--- src/rtl/multicycle_control.sv ---
// Multi-cycle control sequencer for the 5-bit-opcode processor.
// Outputs are decoded from registered state; only branch pc_sel in EXECUTE looks at live ALU flags.
module multicycle_control #(
   parameter int OPC_W      = 5,
   parameter int MD_TIMEOUT = 40
) (
   input  logic             clock,
   input  logic             reset,
   input  logic [OPC_W-1:0] opcode,
   input  logic [OPC_W-1:0] alu_op,
   input  logic             alu_ovf,
   input  logic             alu_ne,
   input  logic             alu_lt,
   input  logic             md_ready,
   input  logic             md_exc,
   output logic             ir_we,
   output logic             pc_we,
   output logic [1:0]       pc_sel,
   output logic             alu_insel,
   output logic [OPC_W-1:0] final_alu_op,
   output logic             md_mult,
   output logic             md_div,
   output logic             dm_we,
   output logic             rf_we,
   output logic [1:0]       rf_dst_sel,
   output logic [1:0]       wb_sel,
   output logic [2:0]       exc_code,
   output logic             instr_done
);
   localparam int CNT_W = $clog2(MD_TIMEOUT + 1);

   localparam logic [OPC_W-1:0] OP_R    = OPC_W'(5'b00000);
   localparam logic [OPC_W-1:0] OP_J    = OPC_W'(5'b00001);
   localparam logic [OPC_W-1:0] OP_BNE  = OPC_W'(5'b00010);
   localparam logic [OPC_W-1:0] OP_JAL  = OPC_W'(5'b00011);
   localparam logic [OPC_W-1:0] OP_JR   = OPC_W'(5'b00100);
   localparam logic [OPC_W-1:0] OP_ADDI = OPC_W'(5'b00101);
   localparam logic [OPC_W-1:0] OP_BLT  = OPC_W'(5'b00110);
   localparam logic [OPC_W-1:0] OP_SW   = OPC_W'(5'b00111);
   localparam logic [OPC_W-1:0] OP_LW   = OPC_W'(5'b01000);
   localparam logic [OPC_W-1:0] OP_SETX = OPC_W'(5'b10101);
   localparam logic [OPC_W-1:0] OP_BEX  = OPC_W'(5'b10110);

   localparam logic [OPC_W-1:0] ALU_ADD = OPC_W'(5'b00000);
   localparam logic [OPC_W-1:0] ALU_SUB = OPC_W'(5'b00001);
   localparam logic [OPC_W-1:0] ALU_MUL = OPC_W'(5'b00110);
   localparam logic [OPC_W-1:0] ALU_DIV = OPC_W'(5'b00111);

   typedef enum logic [2:0] {
      S_FETCH, S_DECODE, S_EXECUTE, S_MD_WAIT, S_MEM, S_WRITEBACK
   } state_t;

   state_t           state_r;
   logic [CNT_W-1:0] md_cnt_r;
   logic             exc_pend_r;
   logic [2:0]       exc_code_r;

   logic is_r_s, is_mul_s, is_div_s, is_addi_s, is_lw_s, is_sw_s;
   logic is_cmp_s, ends_exe_s, ovf_hit_s;
   logic [2:0] ovf_code_s, md_code_s;

   assign is_r_s     = (opcode == OP_R);
   assign is_mul_s   = is_r_s && (alu_op == ALU_MUL);
   assign is_div_s   = is_r_s && (alu_op == ALU_DIV);
   assign is_addi_s  = (opcode == OP_ADDI);
   assign is_lw_s    = (opcode == OP_LW);
   assign is_sw_s    = (opcode == OP_SW);
   assign is_cmp_s   = (opcode == OP_BNE) || (opcode == OP_BLT) || (opcode == OP_BEX);
   assign ends_exe_s = !(is_r_s || is_addi_s || is_lw_s || is_sw_s);
   // Only add, sub and addi raise an arithmetic overflow exception.
   assign ovf_hit_s  = alu_ovf && (is_addi_s ||
                       (is_r_s && ((alu_op == ALU_ADD) || (alu_op == ALU_SUB))));
   assign ovf_code_s = is_addi_s ? 3'd2 : ((alu_op == ALU_ADD) ? 3'd1 : 3'd3);
   assign md_code_s  = is_div_s ? 3'd5 : 3'd4;

   // State sequencing, multdiv timeout counter and pending-exception latch.
   always_ff @(posedge clock) begin
      if (reset) begin
         state_r    <= S_FETCH;
         md_cnt_r   <= {CNT_W{1'b0}};
         exc_pend_r <= 1'b0;
         exc_code_r <= 3'd0;
      end else begin
         case (state_r)
            S_FETCH: begin
               state_r    <= S_DECODE;
               md_cnt_r   <= {CNT_W{1'b0}};
               exc_pend_r <= 1'b0;
            end
            S_DECODE: state_r <= S_EXECUTE;
            S_EXECUTE: begin
               if (is_mul_s || is_div_s) begin
                  state_r  <= S_MD_WAIT;
                  md_cnt_r <= {CNT_W{1'b0}};
               end else if (ends_exe_s) begin
                  state_r <= S_FETCH;
               end else if (is_lw_s || is_sw_s) begin
                  state_r <= S_MEM;
               end else begin
                  state_r    <= S_WRITEBACK;
                  exc_pend_r <= ovf_hit_s;
                  exc_code_r <= ovf_code_s;
               end
            end
            S_MD_WAIT: begin
               // A result arriving on the timeout cycle takes priority over the timeout.
               if (md_ready) begin
                  state_r    <= S_WRITEBACK;
                  exc_pend_r <= md_exc;
                  exc_code_r <= md_code_s;
               end else if (md_cnt_r == CNT_W'(MD_TIMEOUT - 1)) begin
                  state_r    <= S_WRITEBACK;
                  exc_pend_r <= 1'b1;
                  exc_code_r <= md_code_s;
               end else begin
                  md_cnt_r <= md_cnt_r + {{(CNT_W-1){1'b0}}, 1'b1};
               end
            end
            S_MEM:       state_r <= is_sw_s ? S_FETCH : S_WRITEBACK;
            S_WRITEBACK: state_r <= S_FETCH;
            default:     state_r <= S_FETCH;
         endcase
      end
   end

   // Datapath control decode; everything is forced low while reset is asserted.
   always_comb begin
      ir_we        = 1'b0;
      pc_we        = 1'b0;
      pc_sel       = 2'b00;
      alu_insel    = 1'b0;
      final_alu_op = {OPC_W{1'b0}};
      md_mult      = 1'b0;
      md_div       = 1'b0;
      dm_we        = 1'b0;
      rf_we        = 1'b0;
      rf_dst_sel   = 2'b00;
      wb_sel       = 2'b00;
      exc_code     = 3'd0;
      instr_done   = 1'b0;
      if (reset) begin
         ir_we = 1'b0;
      end else begin
         // ALU controls are held from EXECUTE until the instruction retires.
         if ((state_r != S_FETCH) && (state_r != S_DECODE)) begin
            alu_insel    = is_addi_s || is_lw_s || is_sw_s;
            final_alu_op = is_r_s ? alu_op : (is_cmp_s ? ALU_SUB : {OPC_W{1'b0}});
         end else begin
            alu_insel    = 1'b0;
         end
         case (state_r)
            S_FETCH: ir_we = 1'b1;
            S_EXECUTE: begin
               md_mult    = is_mul_s;
               md_div     = is_div_s;
               pc_we      = ends_exe_s;
               instr_done = ends_exe_s;
               case (opcode)
                  OP_J:    pc_sel = 2'b10;
                  OP_JAL: begin
                     pc_sel     = 2'b10;
                     rf_we      = 1'b1;
                     rf_dst_sel = 2'b01;
                     wb_sel     = 2'b10;
                  end
                  OP_JR:   pc_sel = 2'b11;
                  OP_BNE:  pc_sel = alu_ne ? 2'b01 : 2'b00;
                  OP_BLT:  pc_sel = alu_lt ? 2'b01 : 2'b00;
                  OP_BEX:  pc_sel = alu_ne ? 2'b10 : 2'b00;
                  OP_SETX: begin
                     rf_we      = 1'b1;
                     rf_dst_sel = 2'b10;
                  end
                  default: pc_sel = 2'b00;
               endcase
            end
            S_MEM: begin
               dm_we      = is_sw_s;
               pc_we      = is_sw_s;
               instr_done = is_sw_s;
            end
            S_WRITEBACK: begin
               rf_we      = 1'b1;
               pc_we      = 1'b1;
               instr_done = 1'b1;
               if (is_lw_s) begin
                  wb_sel = 2'b01;
               end else if (exc_pend_r) begin
                  rf_dst_sel = 2'b10;
                  wb_sel     = 2'b11;
                  exc_code   = exc_code_r;
               end else begin
                  wb_sel = 2'b00;
               end
            end
            default: ir_we = 1'b0;
         endcase
      end
   end
endmodule

--- config.mk ---
export PLATFORM = sky130hd
export DESIGN_NAME = multicycle_control
export DESIGN_NICKNAME = d
export VERILOG_FILES = /design/src/rtl/multicycle_control.sv
export SDC_FILE = /design/constraint.sdc
export NUM_CORES = 1
export LEC_CHECK = 0
export BUFFER_PORTS_ARGS = -buffer_cell sky130_fd_sc_hd__buf_2
export CAP_MARGIN = 10
export CORE_MARGIN = 5
export CORE_UTILIZATION = 49
export CTS_CLUSTER_DIAMETER = 100
export DETAILED_ROUTE_END_ITERATION = 8
export PLACE_DENSITY = 0.82
export SLEW_MARGIN = 20
export SYNTH_ARGS = -nofsm -noshare
export SYNTH_HDL_FRONTEND = slang
export SYNTH_SLANG_ARGS = --single-unit
--- constraint.sdc ---
create_clock -name clock -period 2.1 [get_ports clock]
set_input_delay 0 -clock clock [delete_from_list [all_inputs] [get_ports clock]]
set_output_delay 0 -clock clock [all_outputs]
set_load 0.01 [all_outputs]
# --- Word-level counts from Yosys, hierarchy flattened ---
# Index checks and enable logic that the tools add are counted.
word_totals:
  ff_bits: 13
  word_cells: 125
  out_inout_bits: 22
classes:
  reduce_logical: 28
  muxes: 65
  eq_ne: 27
  add_sub_neg: 1
op_table:
  columns: ["operator", "n"]
  rows:
  - ["$mux 3", 14]
  - ["$eq 5x3->1 const B", 6]
  - ["$mux 2", 12]
  - ["$mux 1", 23]
  - ["$mux 6", 3]
  - ["$pmux 6 s3", 1]
  - ["$mux 5", 3]
  - ["$pmux 3 s5", 1]
  - ["$ne 2x2->1 const B", 6]
  - ["$pmux 2 s2", 3]
  - ["$logic_or 1x1->1", 11]
  - ["$eq 5x1->1 const B", 2]
  - ["$eq 5x2->1 const B", 2]
  - ["$eq 5x5->1 const B", 2]
  - ["$logic_not 5->1", 2]
  - ["$pmux 2 s5", 1]
  - ["$reduce_and 5->1", 2]
  - ["$add 6x1->6 const B", 1]
  - ["$eq 3x2->1 const B", 2]
  - ["$eq 3x3->1 const B", 2]
  - ["$eq 6x6->1 const B", 1]
  - ["$pmux 1 s3", 2]
  - ["$pmux 3 s2", 1]
  - ["$reduce_bool 3->1", 2]
  - ["other kinds (11)", 16]

# --- Depth between registers and ports, before layout ---
# Gate-level depths: netlist (run 1).
depth:
  word_depth: 9
  mapped_depth: 6

# --- Least setup slack after synthesis (run 1) ---
# OpenSTA, ideal clock, no wires.
synth_path:
  path_type: "register to register"
  startpoint: "register md_cnt_r[0]"
  endpoint: "register md_cnt_r[5]"
  slack_ps: 542
  path_buffers: 0
  path_stages_with_launch: 6
  t_required_ps: 2030
  arrival_ps: 1488
  cell_sequence: "dfxtp_1 > ha_1 > a41oi_4 > a22oi_2 > or3_1 > a21oi_1"
synth_between:
  elab_chain_cells: 4
  elab_cells_between_ends: 7
  classes_between: "add/sub (1); eq/ne (2); mux (3); reduce/logical (1)"
synth_rtl:
  columns: ["item", "line", "source"]
  rows:
  - ["start: declaration", "54", "logic [CNT_W-1:0] md_cnt_r;"]
  - ["start signal: assignment", "80", "md_cnt_r <= {CNT_W{1'b0}};"]
  - ["start signal: assignment", "87", "md_cnt_r <= {CNT_W{1'b0}};"]
  - ["start signal: assignment", "94", "md_cnt_r <= {CNT_W{1'b0}};"]
  - ["$add 6x1->6", "116", "md_cnt_r <= md_cnt_r + {{(CNT_W-1){1'b0}}, 1'b1};"]
  - ["$mux 6", "111", "end else if (md_cnt_r == CNT_W'(MD_TIMEOUT - 1)) begin"]
  - ["$mux 6", "107", "if (md_ready) begin"]
  - ["$pmux 6 s3", "84", "case (state_r)"]
# Parallel ways exist; a longest one is shown, timed or not. The select of a mux whose other input is x is not followed.
# A chain may end at the register's enable or synchronous reset.

# --- Final worst setup path (run 1) ---
layout_path:
  startpoint: "register state_r[0]"
  endpoint: "output port pc_sel[0]"
layout_between:
  elab_chain_cells: 3
layout_rtl:
  columns: ["item", "line", "source"]
  rows:
  - ["start: declaration", "53", "state_t state_r;"]
  - ["start signal: assignment", "119", "S_MEM: state_r <= is_sw_s ? S_FETCH : S_WRITEBACK;"]
  - ["$eq 3x2->1", "151", "case (state_r)"]
  - ["$mux 2", "151", null]
  - ["$mux 2", "141", "if (reset) begin"]
  - ["end: declaration", "18", "output logic [1:0] pc_sel,"]
# Every way passes these cells.

==> results.json, run 1 <==
{
  "via_per_inst": 5.99,
  "initial_core_util_pct": 51.2,
  "path_delay_family": "simple AND/OR/NAND/NOR gates",
  "setup_viol": 0,
  "min_period_over_period_pct": 93.5,
  "first_iter_violations": 55,
  "holdPathStages": 2,
  "synth_fp_nets": 168,
  "area.growth.synth_to_final_pct": 19.4,
  "cts_buffers": 3,
  "fin_cells": 214,
  "grt_pass1_wl_mm": 4.91,
  "startpoint_type": "flop",
  "ys.flop_type": "dfxtp_1",
  "antenna_found_initial": 0,
  "drt_pass1_iterations": 4,
  "routedWlPerCell_um": 13.6,
  "rr_worst_depth": 5,
  "clk_latency_ps": 280,
  "rsz0062_at_grt": "false",
  "synth_cell_type_count": 50,
  "fin_crit_ps": 1960,
  "ys_warn_count": 0,
  "synth_seq_cells": 13,
  "worstMarginPinSlew_ps": 484,
  "synth_compound_area_share_pct": 29.7,
  "ios": 39,
  "routed_wl_mm": 2.91,
  "path_max_fanout": 8,
  "hp-start": "reset",
  "antenna_left": 0,
  "crit_chain": "inv_1 -> nand3_1 -> or4_1 -> nor3_1 -> buf_2",
  "outcome": "completed",
  "r2r-start": "state_r[1]",
  "coreArea_um2": 2190,
  "synth_mux_area_share_pct": 0,
  "diodes": 0,
  "final_cell_mix": "38 x buf_2, 15 x nor2_1, 14 x a21oi_1",
  "cp_slowest_cell": "or4_1",
  "post_dp_cell_area_um2": 1310,
  "clockBufferDepth": 2,
  "regArea_um2": 262,
  "postSynthAreaPerCell_um2": 7.47,
  "startpoint": "state_r[0]",
  "die_area_um2": 3340,
  "grt.overflow.total": 0,
  "grt_pass1_vias": 1121,
  "cts-root-buf": "clkbuf_4",
  "synth-simple-area-share_pct": 38.7,
  "fin_nets": 205,
  "end_kind": "output port",
  "hold_violations": 0,
  "routabilityCongestion": 0.833,
  "path_depth": 5,
  "port-buffer-count": 38,
  "drive_above_1_share_pct": 28.5,
  "fin_skew_ps": 2.49,
  "seq_area_frac_synth_pct": 23.2,
  "syn_area_um2": 1120,
  "num_vias": 1282,
  "leakage_nw": 0.574,
  "ys_async_sr_fraction_pct": 0,
  "rows": 17,
  "maxCapViolCount": 0,
  "crit_type": "reg -> out",
  "synth_edf_count": 0,
  "syn_inst": 150,
  "slew_viol_final": 0,
  "drc_errors": 0,
  "dp_hpwl_mm": 2.32,
  "dieWidth_um": 57.8,
  "cts.sinks": 13,
  "htreeDepth": 1,
  "synth_top_family_by_area": "simple AND/OR/NAND/NOR gates",
  "n_fill_cell": 205,
  "worstHoldPathType": "in -> reg",
  "cts_tree": "yes",
  "relSlewSlack_pct": 67.4,
  "required_ps": 2100,
  "peakVddDrop_mv": 0.344,
  "grt_max_degree": 16,
  "max_stage_delay_ps": 480,
  "crit_buf_inv": 2,
  "max_freq_mhz": 509,
  "p_per_area_nw_per_um2": 428,
  "final_area_um2": 1340,
  "grtUsageTotal_pct": 18.1,
  "multiInputGateArea_um2": 788,
  "arrival_ps": 1960,
  "die_h_um": 57.8,
  "placed_cells": 210,
  "final_common_cell": "buf_2",
  "clkTransAtPathRegs_ps": 80,
  "synth_xor_area_share_pct": 0.781,
  "final.setup.tns_ps": 0,
  "synthAdderAreaFrac_pct": 1.12
}
per-stage QoR:
stage                     utilization, %  hold WS [ps]  power, mW  setup WS (ps)
final                               61.1          65.9      0.573            137
after global routing                61.1          87.1      0.613           11.5
after CTS                           61.1          50.8      0.577            113
after detailed placement            59.9           319      0.419            311
after global placement              59.9           313      0.415            411
after floorplan                        -          50.7      0.374            542
per-layer routing:
layer	vias up	global-route usage, %	wire [um]
met1	578	23.7	1250
li1	634	-	-
met3	9	4.45	211
met4	0	5.63	57
met2	61	29.2	1400
met5	-	0	0
worst register-to-register path, delay by kind of cell, from the launching register on:
| kind | cells | cell delay (ps) |
|---|---|---|
| AND/OR/NAND/NOR | 2 | 710 |
| AO/OA/AOI/OAI | 2 | 360 |
| buffers and inverters | 1 | 200 |
| flip-flops | 1 | 540 |
area by class of cell:
type | count | share of cell area, %
multi-input cells | 121 | 58.9
flip-flops and latches | 13 | 19.5
repair buffers | 38 | 14.2
inverters | 10 | 2.80
well taps | 28 | 2.62
clock buffers | 4 | 1.96
where the power goes:
group          switching [mW]  internal [mW]  leakage (nW)
Sequential             0.0159          0.256         0.106
Combinational          0.0910         0.0545         0.453
Clock                  0.0818         0.0738        0.0150
Total                   0.189          0.385         0.574
Yosys cell counts (all sizes together), types with 2 or more instances:
cell type   n  area share (%)
nor2       15             5.0
a21oi      14             6.3
dfxtp      13              23
inv        10             3.3
nor3       10             5.4
nand3       9             4.0
nand2       8             2.7
o21ai       8             3.6
and2        7             3.9
or3         6             3.3
or4         5             3.7
buf         3             2.1
clkbuf      3             1.0
nor2b       3             1.7
nor4        3             1.7
a211oi      2             1.8
nand2b      2             1.1
o31ai       2             1.3
o32ai       2             3.2
or2         2             1.1
cells by family (layout without fill, tap and decap cells):
| family | Yosys count | after routing |
|---|---|---|
| and+or+nand+nor | 77 | 77 |
| AOI/OAI and AO/OA | 42 | 42 |
| buffers and inverters | 16 | 52 |
| DFF | 13 | 13 |
| adders and majority gates | 1 | 1 |
| xor gates and xnor gates | 1 | 1 |
registers in the layout, summed over array words and instances (netlist names):
register,flops
state_r,3
exc_pend_r,1
md_cnt_r,6
exc_code_r,3
worst paths after layout:
path | slack [ps] | endpoint
worst max-delay path | 140 | pc_sel[0]
worst min register to register | 490 | exc_code_r[2]
worst max register to register | 240 | md_cnt_r[5]
worst min-delay path | 70 | exc_code_r[1]
what timing repair did:
item / CTS / global route
setup buffers: 0 / 0
gates resized for setup: 0 / 1
setup endpoints to repair: 0 / 3
hold buffers: 0 / 0
No activity file was read; power rests on OpenSTA's default activity.
==> run 2, diff against run 1 <==
BUFFER_PORTS_ARGS = -buffer_cell sky130_fd_sc_hd__clkbuf_2   (was -buffer_cell sky130_fd_sc_hd__buf_2)
HOLD_SLACK_MARGIN = 0.08   (was unset)
==> run 2 against run 1 <==
  * Via count is 2.6% lower
  * Fmax increased by 2.3%
  * Count of clock-buffer cells in the layout did not move
  * Sequential power barely moved
  * Clock skew rose by 3.7 ps
  * Worst setup slack improved by 44 ps
==> results.json, run 2 (synthesis results as in run 1) <==
{
  "rr_worst_depth": 5,
  "setup_viol": 0,
  "fin_skew_ps": 6.19,
  "top_regs": "md_cnt_r: 6 flops, exc_code_r: 3 flops, state_r: 3 flops",
  "final_cell_mix": "38 x clkbuf_2, 14 x a21oi_1, 14 x nor2_1",
  "cts_tree": "yes",
  "placed_cells": 210,
  "fin_nets": 206,
  "p_per_area_nw_per_um2": 423,
  "cts-root-buf": "clkbuf_4",
  "leakage_nw": 0.562,
  "routed_wl_mm": 2.90,
  "routabilityCongestion": 0.831,
  "sw_frac_of_total_pct": 32.8,
  "regMostFlops": "md_cnt_r",
  "ios": 39,
  "die_h_um": 57.8,
  "initial_core_util_pct": 51.2,
  "switchingPower_mw": 0.188,
  "fin_crit_ps": 1920,
  "num_vias": 1249,
  "final_common_cell": "clkbuf_2",
  "end_kind": "output port",
  "coreArea_um2": 2190,
  "clk_latency_ps": 280,
  "largest_register_ffs": 6,
  "routedWlPerCell_um": 13.5,
  "seqPwrFrac_pct": 47.5,
  "rsz0062_at_grt": "false",
  "fin_cells": 215,
  "power.internal_mw": 0.386,
  "startpoint_type": "flop",
  "holdPathStages": 3,
  "peakVddDrop_mv": 0.313,
  "dp_hpwl_mm": 2.31,
  "relSlewSlack_pct": 65.9,
  "port-buffer-count": 38,
  "p_clk_share_pct": 26.7,
  "cts.sinks": 13,
  "crit_type": "reg -> out",
  "max_freq_mhz": 521,
  "final_area_um2": 1360,
  "grt_pass1_wl_mm": 4.78,
  "clockBufferDepth": 2,
  "min_period_over_period_pct": 91.4,
  "via_per_inst": 5.81,
  "grt_max_degree": 16,
  "drc_errors": 0,
  "post_cts_buffers": 0,
  "drive_above_1_share_pct": 29.4,
  "pwr-share-comb_pct": 25.8,
  "final.setup.tns_ps": 0,
  "antenna_left": 0,
  "path_max_fanout": 8,
  "grtUsageTotal_pct": 17.7,
  "post_dp_cell_area_um2": 1310,
  "diodes": 0,
  "worstHoldPathType": "in -> reg",
  "grt.overflow.total": 0,
  "dieWidth_um": 57.8,
  "drt_pass1_iterations": 5,
  "outcome": "completed",
  "holdWs_ps": 145,
  "worstMarginPinSlew_ps": 508,
  "cts_buffers": 3,
  "slew_viol_final": 0,
  "required_ps": 2100,
  "clkTransAtPathRegs_ps": 80,
  "area.growth.synth_to_final_pct": 21.0,
  "rows": 17,
  "maxCapViolCount": 0,
  "grt_pass1_vias": 1137,
  "htreeDepth": 1,
  "first_iter_violations": 48,
  "die_area_um2": 3340,
  "antenna_found_initial": 0,
  "hold_violations": 0,
  "arrival_ps": 1920
}
run 2: cell types whose count changed in the layout (fill, tap and decap cells not counted):
| cell | previous run | this run |
|---|---|---|
| nor2_2 | 0 | 1 |
| nor2_1 | 15 | 14 |
| nand3_2 | 0 | 1 |
| clkbuf_2 | 0 | 38 |
| nand3_1 | 9 | 8 |
| dlygate4sd3_1 | 0 | 1 |
| buf_2 | 38 | 0 |
run 2: critical path: stages (launching register included):
cell      delay (ps)
dfxtp_1          460
inv_1            200
nor4_1           420
and3_1           300
and2_1           150
clkbuf_2         120
run 2: area by class of cell:
cell class	instances	area, um2
Clock buffer	4	26.3
Fill cell	210	835
Inverter	10	37.5
Multi-Input combinational cell	121	796
Sequential cell	13	262
Tap cell	28	35.0
Timing Repair Buffer	39	200
run 2: power by group through the flow:
stage               logic (mW)  clock network, mW  registers [mW]
global placement         0.140                  0           0.276
global route             0.164              0.177           0.274
CTS                      0.145              0.166           0.271
floorplan                0.105                  0           0.269
detailed placement       0.142                  0           0.277
finish                   0.148              0.154           0.272
run 2: what timing repair did:
item,4_1_cts,5_1_grt
gates resized for setup,0,3
hold buffers,1,0
endpoints found under the setup margin,0,8
endpoints found under the hold margin,1,0
run 2: layer usage:
| layer | track usage [%] | share of wire [%] | wire [um] |
|---|---|---|---|
| met5 | 0 | 0 | 0 |
| met2 | 29.4 | 48 | 1400 |
| met3 | 4.45 | 5.9 | 172 |
| met4 | 3.97 | 0.65 | 19 |
| met1 | 23.0 | 45 | 1310 |
run 2: path summary, 6_finish.rpt:
| check | start | to | slack, ps |
|---|---|---|---|
| setup reg to reg | state_r[1] | md_cnt_r[5] | 210 |
| hold reg to reg | exc_code_r[2] | exc_code_r[2] | 480 |
| hold / removal | md_ready | exc_code_r[2] | 140 |
| setup / recovery | state_r[0] | exc_code[0] | 180 |
run 2: per-stage QoR:
stage | total power [mW] | worst slack, ps | util (%)
floorplan | 0.374 | 542 | -
global placement | 0.416 | 413 | 59.9
detailed placement | 0.420 | 270 | 59.9
CTS | 0.582 | 97.4 | 61.5
global route | 0.616 | 14.7 | 61.9
finish | 0.574 | 181 | 61.9
